File: src/rtl/irq_cause_arbiter_pkg.sv
// Shared types and elaboration-time parameter checks for the interrupt cause arbiter.
package irq_cause_arbiter_pkg;

    typedef enum logic [1:0] {
        ST_IDLE    = 2'd0,
        ST_PRESENT = 2'd1,
        ST_SERVICE = 2'd2
    } arb_state_e;

    // The highest cause code (base + last source) must fit in the cause field.
    function automatic bit cause_fits(input int base_cause, input int n_src, input int cause_w);
        longint top_code;
        longint limit;
        top_code = longint'(base_cause) + longint'(n_src) - 64'sd1;
        limit    = longint'(1) << cause_w;
        return top_code < limit;
    endfunction

    function automatic bit n_src_ok(input int n_src);
        return (n_src >= 1) && (n_src <= 32);
    endfunction

endpackage

File: src/rtl/irq_prio_enc.sv
// Fixed-priority encoder: lowest set request bit wins; purely combinational.
// Zero latency; no backpressure.
module irq_prio_enc #(
    parameter int N_SRC = 8,
    parameter int IDX_W = 3
) (
    input  logic [N_SRC-1:0] req,
    output logic [IDX_W-1:0] idx,
    output logic             any
);

    // Scan high to low so the last hit, the lowest index, is what remains.
    always_comb begin
        idx = '0;
        for (int i = N_SRC - 1; i >= 0; i--) begin
            if (req[i]) begin
                idx = IDX_W'(i);
            end
        end
    end

    assign any = |req;

endmodule

File: src/rtl/irq_cause_arbiter.sv
// Interrupt cause arbiter: sync, pend, pick lowest-index enabled source, present its cause.
// Latency: 3 edges from io_irq to io_irq_valid; presentation holds until io_irq_ready.
module irq_cause_arbiter
    import irq_cause_arbiter_pkg::*;
#(
    parameter int               N_SRC      = 8,
    parameter int               CAUSE_W    = 5,
    parameter int               BASE_CAUSE = 2,
    parameter logic [N_SRC-1:0] EDGE_MASK  = '0
) (
    input  logic               clk,
    input  logic               reset,
    input  logic [N_SRC-1:0]   io_irq,
    input  logic [N_SRC-1:0]   io_irq_en,
    output logic [CAUSE_W:0]   io_irq_cause,
    output logic               io_irq_valid,
    input  logic               io_irq_ready,
    input  logic               io_done,
    output logic [N_SRC-1:0]   io_pending,
    output logic               io_busy
);

    localparam int IDX_W = (N_SRC > 1) ? $clog2(N_SRC) : 1;

    generate
        if (!n_src_ok(N_SRC) || !cause_fits(BASE_CAUSE, N_SRC, CAUSE_W)) begin : g_param_check
            $error("irq_cause_arbiter: N_SRC out of 1..32 or BASE_CAUSE+N_SRC-1 does not fit CAUSE_W");
        end
    endgenerate

    logic [N_SRC-1:0] irq_q;
    logic [N_SRC-1:0] irq_prev;
    logic [N_SRC-1:0] pending;
    logic [N_SRC-1:0] pending_nxt;
    logic [N_SRC-1:0] rise;
    logic [N_SRC-1:0] claim_clr;
    logic [N_SRC-1:0] cand;
    logic [IDX_W-1:0] idx_q;
    logic [IDX_W-1:0] idx_nxt;
    logic [IDX_W-1:0] win_idx;
    logic             win_any;
    logic             claim;
    logic [CAUSE_W-1:0] code;
    arb_state_e       state;
    arb_state_e       state_nxt;

    assign rise      = irq_q & ~irq_prev;
    assign claim     = (state == ST_PRESENT) && io_irq_ready;
    assign claim_clr = claim ? (N_SRC'(1) << idx_q) : '0;

    // Edge sources: a new rise beats a same-cycle claim so no event is lost.
    assign pending_nxt = (EDGE_MASK & ((pending & ~claim_clr) | rise))
                       | (~EDGE_MASK & irq_q);

    assign cand = pending & io_irq_en;

    irq_prio_enc #(
        .N_SRC (N_SRC),
        .IDX_W (IDX_W)
    ) u_prio_enc (
        .req (cand),
        .idx (win_idx),
        .any (win_any)
    );

    always_comb begin
        state_nxt = state;
        idx_nxt   = idx_q;
        case (state)
            ST_IDLE: begin
                if (win_any) begin
                    state_nxt = ST_PRESENT;
                    idx_nxt   = win_idx;
                end
            end
            ST_PRESENT: begin
                if (io_irq_ready) begin
                    state_nxt = ST_SERVICE;
                end
            end
            ST_SERVICE: begin
                if (io_done) begin
                    state_nxt = ST_IDLE;
                end
            end
            default: begin
                state_nxt = ST_IDLE;
            end
        endcase
    end

    always_ff @(posedge clk or negedge reset) begin
        if (!reset) begin
            irq_q    <= '0;
            irq_prev <= '0;
            pending  <= '0;
            idx_q    <= '0;
            state    <= ST_IDLE;
        end else begin
            irq_q    <= io_irq;
            irq_prev <= irq_q;
            pending  <= pending_nxt;
            idx_q    <= idx_nxt;
            state    <= state_nxt;
        end
    end

    assign code         = CAUSE_W'(BASE_CAUSE) + CAUSE_W'(idx_q);
    assign io_irq_valid = (state == ST_PRESENT);
    assign io_irq_cause = io_irq_valid ? {1'b1, code} : '0;
    assign io_busy      = (state != ST_IDLE);
    assign io_pending   = pending;

endmodule

File: config.mk
export PLATFORM = sky130hd
export DESIGN_NAME = irq_cause_arbiter
export DESIGN_NICKNAME = d
export VERILOG_FILES = /design/src/rtl/irq_cause_arbiter_pkg.sv /design/src/rtl/irq_prio_enc.sv /design/src/rtl/irq_cause_arbiter.sv
export SDC_FILE = /design/constraint.sdc
export NUM_CORES = 1
export LEC_CHECK = 0
export BUFFER_PORTS_ARGS = -buffer_cell sky130_fd_sc_hd__clkbuf_2
export CORE_MARGIN = 5
export CORE_UTILIZATION = 44
export CTS_CLUSTER_SIZE = 16
export DETAILED_ROUTE_END_ITERATION = 10
export PLACE_DENSITY_LB_ADDON = 0.2
export REMOVE_ABC_BUFFERS = 1
export SLEW_MARGIN = 0
export SYNTH_ARGS = -nofsm -noshare
export SYNTH_HDL_FRONTEND = slang
export SYNTH_HIERARCHICAL = 1
export SYNTH_SLANG_ARGS = --single-unit
File: constraint.sdc
create_clock -name clk -period 1.8 [get_ports clk]
set_input_delay 0.27 -clock clk [delete_from_list [all_inputs] [get_ports clk]]
set_output_delay 0.27 -clock clk [all_outputs]
set_load 0.005 [all_outputs]
Word level (Yosys, flattened, before mapping) --
Cells that the tools add are included.
Storage, ports and cells: output and inout bits 16, bits in registers 21, input bits 20
Cells by class: mux-type cells 13, add/subtract/negate cells 1, eq/ne operators 5, reduce and logical (&&, ||, !) cells 5, bitwise gates (word level) 1
Operator list (number):
- $mux 3 | 8
- $and 8x8->8 | 1
- $reduce_or 8->1 | 1
- $mux 2 | 3
- $mux 6 | 1
- $pmux 2 s3 | 1
- $add 2x3->4 const A | 1
- $ne 2x1->1 const B | 2
- $reduce_and 3->1 | 1
- $eq 2x1->1 const B | 1
- $eq 2x2->1 const B | 1
- $logic_not 2->1 | 1
- $ne 2x2->1 const B | 1
- $reduce_and 2->1 | 1
- $reduce_bool 2->1 | 1

Longest topological paths before layout --
Gate-level depths: netlist (run 1).
word-level depth 9, gate-level depth with buffers 5, depth with buffers taken out 5

By module --
Netlist (run 1), hierarchy kept.
By module, submodules not included:
- irq_cause_arbiter | area each 734.5 um2, times used 1, cells an instance 47, sequential area each 525.5 um2
- irq_prio_enc | area each 81.3 um2, times used 1, cells an instance 13, sequential area each 0.0 um2

Worst setup path after synthesis (run 1) --
No wires, ideal clock.
path kind reg-to-reg, from register pending[4], in the netlist io_pending[4], to register idx_q[0], cell stages (with the launch flop) 6, library setup time 128 ps, arrival time 1408 ps, buffers on the path 0, path slack 265 ps, path through dfrtp_1 and2_1 nor4_2 nand3_1 nor3b_4 mux2_1
RTL lines:
- from (decl) | line irq_cause_arbiter.sv:33 | logic [N_SRC-1:0] pending;
- from (signal assigned) | line irq_cause_arbiter.sv:102 | pending <= pending_nxt;
- $and 8x8->8 | line irq_cause_arbiter.sv:55 | assign cand = pending & io_irq_en;
- net cand[4] | line irq_cause_arbiter.sv:37 | logic [N_SRC-1:0] cand;
- $reduce_or 8->1 | line irq_prio_enc.sv:22 | assign any = |req;
- net win_any | line irq_cause_arbiter.sv:41 | logic win_any;
- $reduce_and 2->1 (no line)
- to (signal assigned) | line irq_cause_arbiter.sv:103 | idx_q <= idx_nxt;
- to (decl) | line irq_cause_arbiter.sv:38 | logic [IDX_W-1:0] idx_q;
The timed path passes the listed nets, and every way through them passes these cells. A chain may end at the register's enable or synchronous reset.

Worst setup path after layout (run 1) --
Ends and elaborated chain as after synthesis.

==> impl_metrics.yaml, run 1 <==
final_layout:
  multi_input_area_um2: 272
  synthToLayoutAreaGrowth_pct: 27.3
  n_antenna_cell: 0
  seq_area_um2: 526
  final_cell_mix: "clkbuf_2 (34), dfrtp_1 (21), and2_1 (11), nor2_1 (4), clkbuf_4 (3)"
  final_layout_size_suffix_gt1_share_pct: 43.3
  final_cell_count_no_fill: 122
  nFillCells: 154
  nNetsFinal: 119
  final_common_cell: "clkbuf_2"
timing:
  fin_ws_ps: 208
  grt_setup_unrepaired: "no"
  final.setup.tns_ps: 0
  fin_crit_sh_pct: 88.4
  finalHoldViolations: 0
  skew_ps: 3.20
  final.min_clock_period_ps: 1590
  slew_viol_final: 0
  finalSetupViolCount: 0
  max_freq_mhz: 628
synth:
  yosysWarnings: 6
  synth.distinct_cells: 24
  ys_async_sr_fraction_pct: 100
  synth_ff_type: "dfrtp_1"
  syn_avg_cell_area_um2: 13.6
  syn_inst: 60
  yosys.area.top_type: "dfrtp_1"
  synth-edff-count: 0
  synth_top_area_share_pct: 64.4
  ys_seq_elements: 21
  ys_seq_area_share_pct: 64.4
  syn_area_um2: 816
  ys_top_cells_by_area: "dfrtp_1 (64%), and2_1 (8.4%), mux2_1 (2.8%)"
drt:
  drt_first_pass_iters: 1
  wl_per_cell_um: 11.2
  drcViolationCount: 0
  viasPerCell: 4.50
  drt-initial-drc-count: 0
  num_vias: 549
  drt-total-wl_um: 1370
  ant_nets: 0
setup_path:
  critPathBufInv: 0
  slowest_delay_ps: 390
  crit_fanout: 3
  start_kind: "flip-flop"
  crit_chain: "and2_1 -> nor4_2 -> nand3_1 -> nor3b_4 -> mux2_1"
  arrival_ps: 1770
  cpMaxStageDelayCell: "dfrtp_1"
  cpLargestDelayFamily: "simple AND/OR/NAND/NOR gates"
  critPathCaptureType: "flip-flop"
  path_class: "reg2reg"
  cp.required_ps: 1980
placement:
  numPlacedInstances: 117
  portBuffers: 34
  dp_hpwl_um: 1160
  gp_congestion: 0.680
  dp_slack_ps: 215
floorplanning:
  ios: 36
  fp.dieW_um: 53.1
  dieArea_mm2: 0.00282
  die_h_um: 53.1
  start_util_pct: 46.7
  core_area_mm2: 0.00175
  core.rowCount: 15
outcome:
  status: "finished clean"
clock_network:
  post_cts_buffers: 0
  insertion_delay_ps: 290
  cts_tree: "built"
  cts.sinks: 21
  path_clk_slew_ps: 110
  cts_max_path_buffers: 2
  h-tree-depth: 1
  clockRootBuffer: "clkbuf_4"
  numCtsBuffers: 3
hold_path:
  holdCritPathClass: "in2reg"
global_route:
  grt_usage_pct: 11.7
  grt_max_degree: 22
  gr-total-overflow: 0
  grt_pass1_wl_um: 2350
  grt_pass1_vias: 584
  antenna_found_initial: 0
pwr:
  power.density_mw_per_mm2: 1130
  p_int_uw: 838
  seqPwrFrac_pct: 52.5
  switchingPower_uw: 331
  swShare_pct: 28.3
  ir_worst_vdd_mv: 0.611
  comb_power_share_pct: 29.4
  clkPwrFrac_pct: 18.1
  leakage_uw: 0.000532
run:
  drv_cap: 0
logic make-up after synthesis:
logic type | synth area share (%)
and+or+nand+nor | 20.7
DFF | 64.4
AOI/OAI and AO/OA | 5.98
buffers and inverters | 2.30
muxes | 4.60
adders and majority gates | 1.53
other | 0.460
final cells by class:
cell class	count	area share, %
Multi-Input combinational cell	36	26.1
Clock buffer	4	2.53
Tap cell	25	3.01
Timing Repair Buffer	35	17.3
Sequential cell	21	50.6
Inverter	1	0.361
flip-flops by register name, indices dropped and copies added (netlist names):
register and cells:
state 2, io_pending 8, irq_q 8, idx_q 3
metal layers:
metal / up-vias / wire, um / track usage [%]
met5: - / 0 / 0
met4: 0 / 12 / 5.11
met3: 2 / 114 / 3.66
met2: 21 / 710 / 20.2
met1: 256 / 530 / 13.2
li1: 270 / - / -
repair_timing:
| item | in CTS | in global routing |
|---|---|---|
| hold buffers | 1 | 0 |
| hold endpoints to repair | 21 | 0 |
| gates resized for setup | 0 | 0 |
| setup endpoints to repair | 0 | 0 |
synthesized netlist by cell type (all sizes together), types with 2 or more instances:
cell   count
dfrtp     21
and2      11
nor2       4
mux2       3
nor2b      3
buf        2
nor3b      2
power groups by stage:
stage | sequential (uW) | combinational [uW] | clock [uW]
2_1_floorplan | 609 | 213 | 0
3_3_place_gp | 621 | 342 | 0
3_5_place_dp | 626 | 349 | 0
4_1_cts | 616 | 353 | 218
5_1_grt | 624 | 392 | 239
6_report | 614 | 344 | 211
final timing paths:
path | from | depth (start not counted) | to | slack (ps)
max | io_pending[4] | 5 | idx_q[0] | 210
min | io_irq[1] | 1 | irq_q[1] | 80
max reg2reg | io_pending[4] | 5 | idx_q[0] | 210
min reg2reg | irq_q[5] | 0 | io_pending[5] | 360
max in group asynchronous | reset | 2 | io_pending[7] | 1000
min in group asynchronous | reset | 2 | state[1] | 460
through the flow:
step	instance area, um^2	total power [uW]	hold slack, ps	utilization [%]
6_report	1040	1170	78.6	59.5
5_1_grt	1040	1250	65.5	59.5
4_1_cts	1040	1190	72.6	59.5
3_5_place_dp	1000	975	259	57.4
3_3_place_gp	1000	963	257	57.4
2_1_floorplan	801	821	-25.6	-
(Power assumes the default switching activity.)
==> run 2, diff against run 1 <==
--- a/config.mk
+++ b/config.mk
@@ -6,8 +6,10 @@
 export NUM_CORES = 1
 export LEC_CHECK = 0
 export BUFFER_PORTS_ARGS = -buffer_cell sky130_fd_sc_hd__clkbuf_2
+export CELL_PAD_IN_SITES_DETAIL_PLACEMENT = 1
+export CELL_PAD_IN_SITES_GLOBAL_PLACEMENT = 2
 export CORE_MARGIN = 5
-export CORE_UTILIZATION = 44
+export CORE_UTILIZATION = 28
 export CTS_CLUSTER_SIZE = 16
 export DETAILED_ROUTE_END_ITERATION = 10
 export PLACE_DENSITY_LB_ADDON = 0.2
==> impl_metrics.yaml, run 2 (same netlist as run 1, synthesis figures left out) <==
timing:
  fin_hold_ws_ps: 67.3
  slew_headroom_pct: 66.2
  worst_slew_pin_slew_ps: 508
  skew_ps: 7.84
  finalSetupViolCount: 0
  fin_crit_sh_pct: 91.4
  slew_viol_final: 0
  finalHoldViolations: 0
  fin_ws_ps: 155
  max_freq_mhz: 608
  final.min_clock_period_ps: 1650
drt:
  ant_nets: 0
  num_vias: 569
  highest_layer: "met4"
  drt-total-wl_um: 1570
  drt-met1-wl_um: 568
  wl_per_cell_um: 12.3
  wl_met3_um: 116
  drt_first_pass_iters: 2
  drcViolationCount: 0
  wl_met2_um: 850
  drt-initial-drc-count: 5
  viasPerCell: 4.45
placement:
  dp_slack_ps: 206
  gp_congestion: 0.695
  place_area_mm2: 0.00101
  numPlacedInstances: 123
  dp_hpwl_um: 1290
  portBuffers: 34
setup_path:
  crit_fanout: 3
  arrival_ps: 1830
  critPathCaptureType: "flip-flop"
  cp.required_ps: 1980
  reg2reg_slack_ps: 150
  path_class: "reg2reg"
  start_kind: "flip-flop"
floorplanning:
  dieArea_mm2: 0.00409
  fp.dieW_um: 64.0
  start_util_pct: 29.3
  core_area_mm2: 0.00278
  core.rowCount: 19
  ios: 36
  die_h_um: 64.0
final_layout:
  synthToLayoutAreaGrowth_pct: 29.4
  n_antenna_cell: 0
  final_common_cell: "clkbuf_2"
  final_util_pct: 38.0
  nNetsFinal: 119
  final_layout_size_suffix_gt1_share_pct: 44.3
  final_cell_count_no_fill: 128
  final_cell_mix: "clkbuf_2 (34), dfrtp_1 (21), and2_1 (11), nor2_1 (4), clkbuf_4 (3)"
  fin_area_mm2: 0.00106
clock_network:
  numCtsBuffers: 3
  cts.sinks: 21
  clockRootBuffer: "clkbuf_4"
  cts_tree: "built"
  insertion_delay_ps: 300
  cts_max_path_buffers: 2
  h-tree-depth: 1
  path_clk_slew_ps: 110
global_route:
  grt_usage_pct: 8.10
  grt_pass1_vias: 596
  grt_pass1_wl_um: 2610
  grt_max_degree: 22
  gr-total-overflow: 0
  antenna_found_initial: 0
hold_path:
  holdCritPathClass: "in2reg"
pwr:
  leakage_uw: 0.000537
  power.density_mw_per_mm2: 1120
  ir_worst_vdd_mv: 0.590
run:
  drv_cap: 0
outcome:
  status: "finished clean"
[run 2: critical path, cell delays in order, from the launching register on]
cell and delay, ps:
dfrtp_1 390, and2_1 200, nor4_4 300, nand3_1 140, nor3b_4 190, mux2_1 310
[run 2: cell type report]
cell class / instances / area [um^2]
Clock inverter: 1 / 5.00
Tap cell: 31 / 38.8
Multi-Input combinational cell: 36 / 280
Sequential cell: 21 / 526
Clock buffer: 3 / 22.5
Fill cell: 305 / 1730
Timing Repair Buffer: 35 / 180
Inverter: 1 / 3.75
[run 2: path summary, 6_finish.rpt]
path	depth (start not counted)	from	to
min in group asynchronous	2	reset	irq_q[4]
max in group asynchronous	2	reset	state[1]
min	1	io_irq[1]	irq_q[1]
max reg2reg	5	io_pending[4]	idx_q[0]
max	5	io_pending[4]	idx_q[0]
min reg2reg	0	irq_q[3]	io_pending[3]
[run 2: power breakdown]
| group | switching [uW] | total [uW] | internal [uW] |
|---|---|---|---|
| Combinational | 141 | 351 | 209 |
| Sequential | 70.3 | 613 | 543 |
| Clock | 134 | 217 | 82.7 |
| Total | 346 | 1180 | 834 |
[run 2: per-stage QoR]
stage                     setup TNS [ps]  total power, uW
after detailed placement               0              982
after global routing               -22.0             1270
after floorplan                        0              821
after global placement                 0              971
after CTS                              0             1210
final                                  0             1180
[run 2: timing repair]
| action | CTS | global route |
|---|---|---|
| hold buffers | 1 | 0 |
| gates resized for setup | 0 | 1 |
| buffers inserted | 0 | 0 |
| setup endpoints to repair | 0 | 1 |
| hold endpoints to repair | 21 | 0 |
[run 2: metal layers]
layer  vias to the layer above  global-route usage [%]
li1                        271                       -
met1                       274                    8.69
met2                        20                    14.3
met3                         4                    1.93
met4                         0                    4.68
met5                         -                       0
==> run 3, diff against run 2 <==
--- a/config.mk
+++ b/config.mk
@@ -6,8 +6,10 @@
 export NUM_CORES = 1
 export LEC_CHECK = 0
 export BUFFER_PORTS_ARGS = -buffer_cell sky130_fd_sc_hd__clkbuf_2
+export CAP_MARGIN = 25
 export CELL_PAD_IN_SITES_DETAIL_PLACEMENT = 1
 export CELL_PAD_IN_SITES_GLOBAL_PLACEMENT = 2
+export CORE_ASPECT_RATIO = 1.5
 export CORE_MARGIN = 5
 export CORE_UTILIZATION = 28
 export CTS_CLUSTER_SIZE = 16
==> impl_metrics.yaml, run 3 (same netlist as run 1, synthesis figures left out) <==
final_layout:
  final_cell_count_no_fill: 136
  n_antenna_cell: 0
  final_common_cell: "clkbuf_2"
  seq_area_um2: 526
  synthToLayoutAreaGrowth_pct: 31.7
  final_cell_mix: "clkbuf_2 (34), dfrtp_1 (21), and2_1 (11), nor2_1 (4), clkbuf_8 (3)"
  nNetsFinal: 119
  final_layout_size_suffix_gt1_share_pct: 43.3
  nFillCells: 328
  multi_input_area_um2: 272
hold_path:
  hold_path_end: "irq_q[1]"
  hold_depth: 1
  hold_path_startpoint: "io_irq[1]"
  holdCritPathClass: "in2reg"
clock_network:
  insertion_delay_ps: 260
  cts_tree: "built"
  cts_resized: 0
  numCtsBuffers: 3
  cts_hold_buf: 1
  post_cts_buffers: 0
  cts_max_path_buffers: 2
  clockRootBuffer: "clkbuf_8"
  cts.sinks: 21
  path_clk_slew_ps: 70
  h-tree-depth: 1
drt:
  drcViolationCount: 0
  viasPerCell: 4.21
  drt-total-wl_um: 1620
  drt_first_pass_iters: 2
  num_vias: 573
  drt-initial-drc-count: 9
  wl_per_cell_um: 11.9
  ant_nets: 0
outcome:
  status: "finished clean"
timing:
  max_freq_mhz: 629
  slew_viol_final: 0
  final.min_clock_period_ps: 1590
  grt_setup_unrepaired: "no"
  final.setup.tns_ps: 0
  slew_headroom_pct: 66.2
  finalSetupViolCount: 0
  finalHoldViolations: 0
  skew_ps: 1.40
  worst_slew_pin_slew_ps: 507
  fin_crit_sh_pct: 88.4
  fin_ws_ps: 209
setup_path:
  start_kind: "flip-flop"
  cp.required_ps: 1940
  critPathCaptureType: "flip-flop"
  path_class: "reg2reg"
  worstRegToRegCells: 5
  worstReg2RegStart: "io_pending[4]"
  cp-startpoint: "io_pending[4]"
  reg2reg_to: "idx_q[0]"
  arrival_ps: 1730
  reg2reg_slack_ps: 210
  crit_fanout: 3
placement:
  portBuffers: 34
  gp_congestion: 0.646
  dp_slack_ps: 195
  dp_hpwl_um: 1330
  numPlacedInstances: 131
floorplanning:
  die_h_um: 76.1
  dieArea_mm2: 0.00412
  core.rowCount: 24
  fp.dieW_um: 54.1
  start_util_pct: 28.6
  core_area_mm2: 0.00285
  ios: 36
run:
  drv_cap: 0
global_route:
  gr-total-overflow: 0
  antenna_found_initial: 0
  grt_max_degree: 22
  grt_pass1_wl_um: 2750
  grt_usage_pct: 9.14
  grt_pass1_vias: 660
pwr:
  leakage_uw: 0.000540
  ir_worst_vdd_mv: 0.504
  power.density_mw_per_mm2: 1180
run 3: cell type report:
type                            instances  share of cell area (%)
Clock buffer                            4                    4.19
Inverter                                1                   0.349
Multi-Input combinational cell         36                    25.3
Sequential cell                        21                    48.9
Tap cell                               39                    4.54
Timing Repair Buffer                   35                    16.8
run 3: worst max-delay path, cell delays in order, from the launching register on:
cell     delay, ps
dfrtp_1        370
and2_1         190
nor4_2         290
nand3_1        130
nor3b_4        180
mux2_1         310
run 3: metrics by stage:
stage	instance area [um^2]	hold slack (ps)	total power (uW)	util, %
finish	1070	113	1260	37.7
global route	1070	103	1360	37.7
CTS	1070	104	1300	37.7
detailed placement	1020	268	987	35.7
global placement	1020	268	971	35.7
floorplan	801	-25.6	821	-
run 3: report_power, final:
group          total (uW)  internal (uW)  switching [uW]
clock network         300            158             143
logic                 349            209             140
registers             615            543            71.3
run 3: worst max-delay path by stage:
| stage | depth (start not counted) | slack [ps] | endpoint |
|---|---|---|---|
| floorplan | 5 | 260 | idx_q[0] |
| CTS | 5 | 170 | idx_q[0] |
| global route | 5 | 80 | idx_q[1] |
| detailed placement | 5 | 200 | idx_q[1] |
| finish | 5 | 210 | idx_q[0] |
| global placement | 5 | 230 | idx_q[0] |
run 3: per-layer routing:
metal	share of wire (%)	global-route usage, %
met2	52	15.0
met3	9.6	2.94
met5	0	0
met4	3.2	5.99
met1	35	9.36
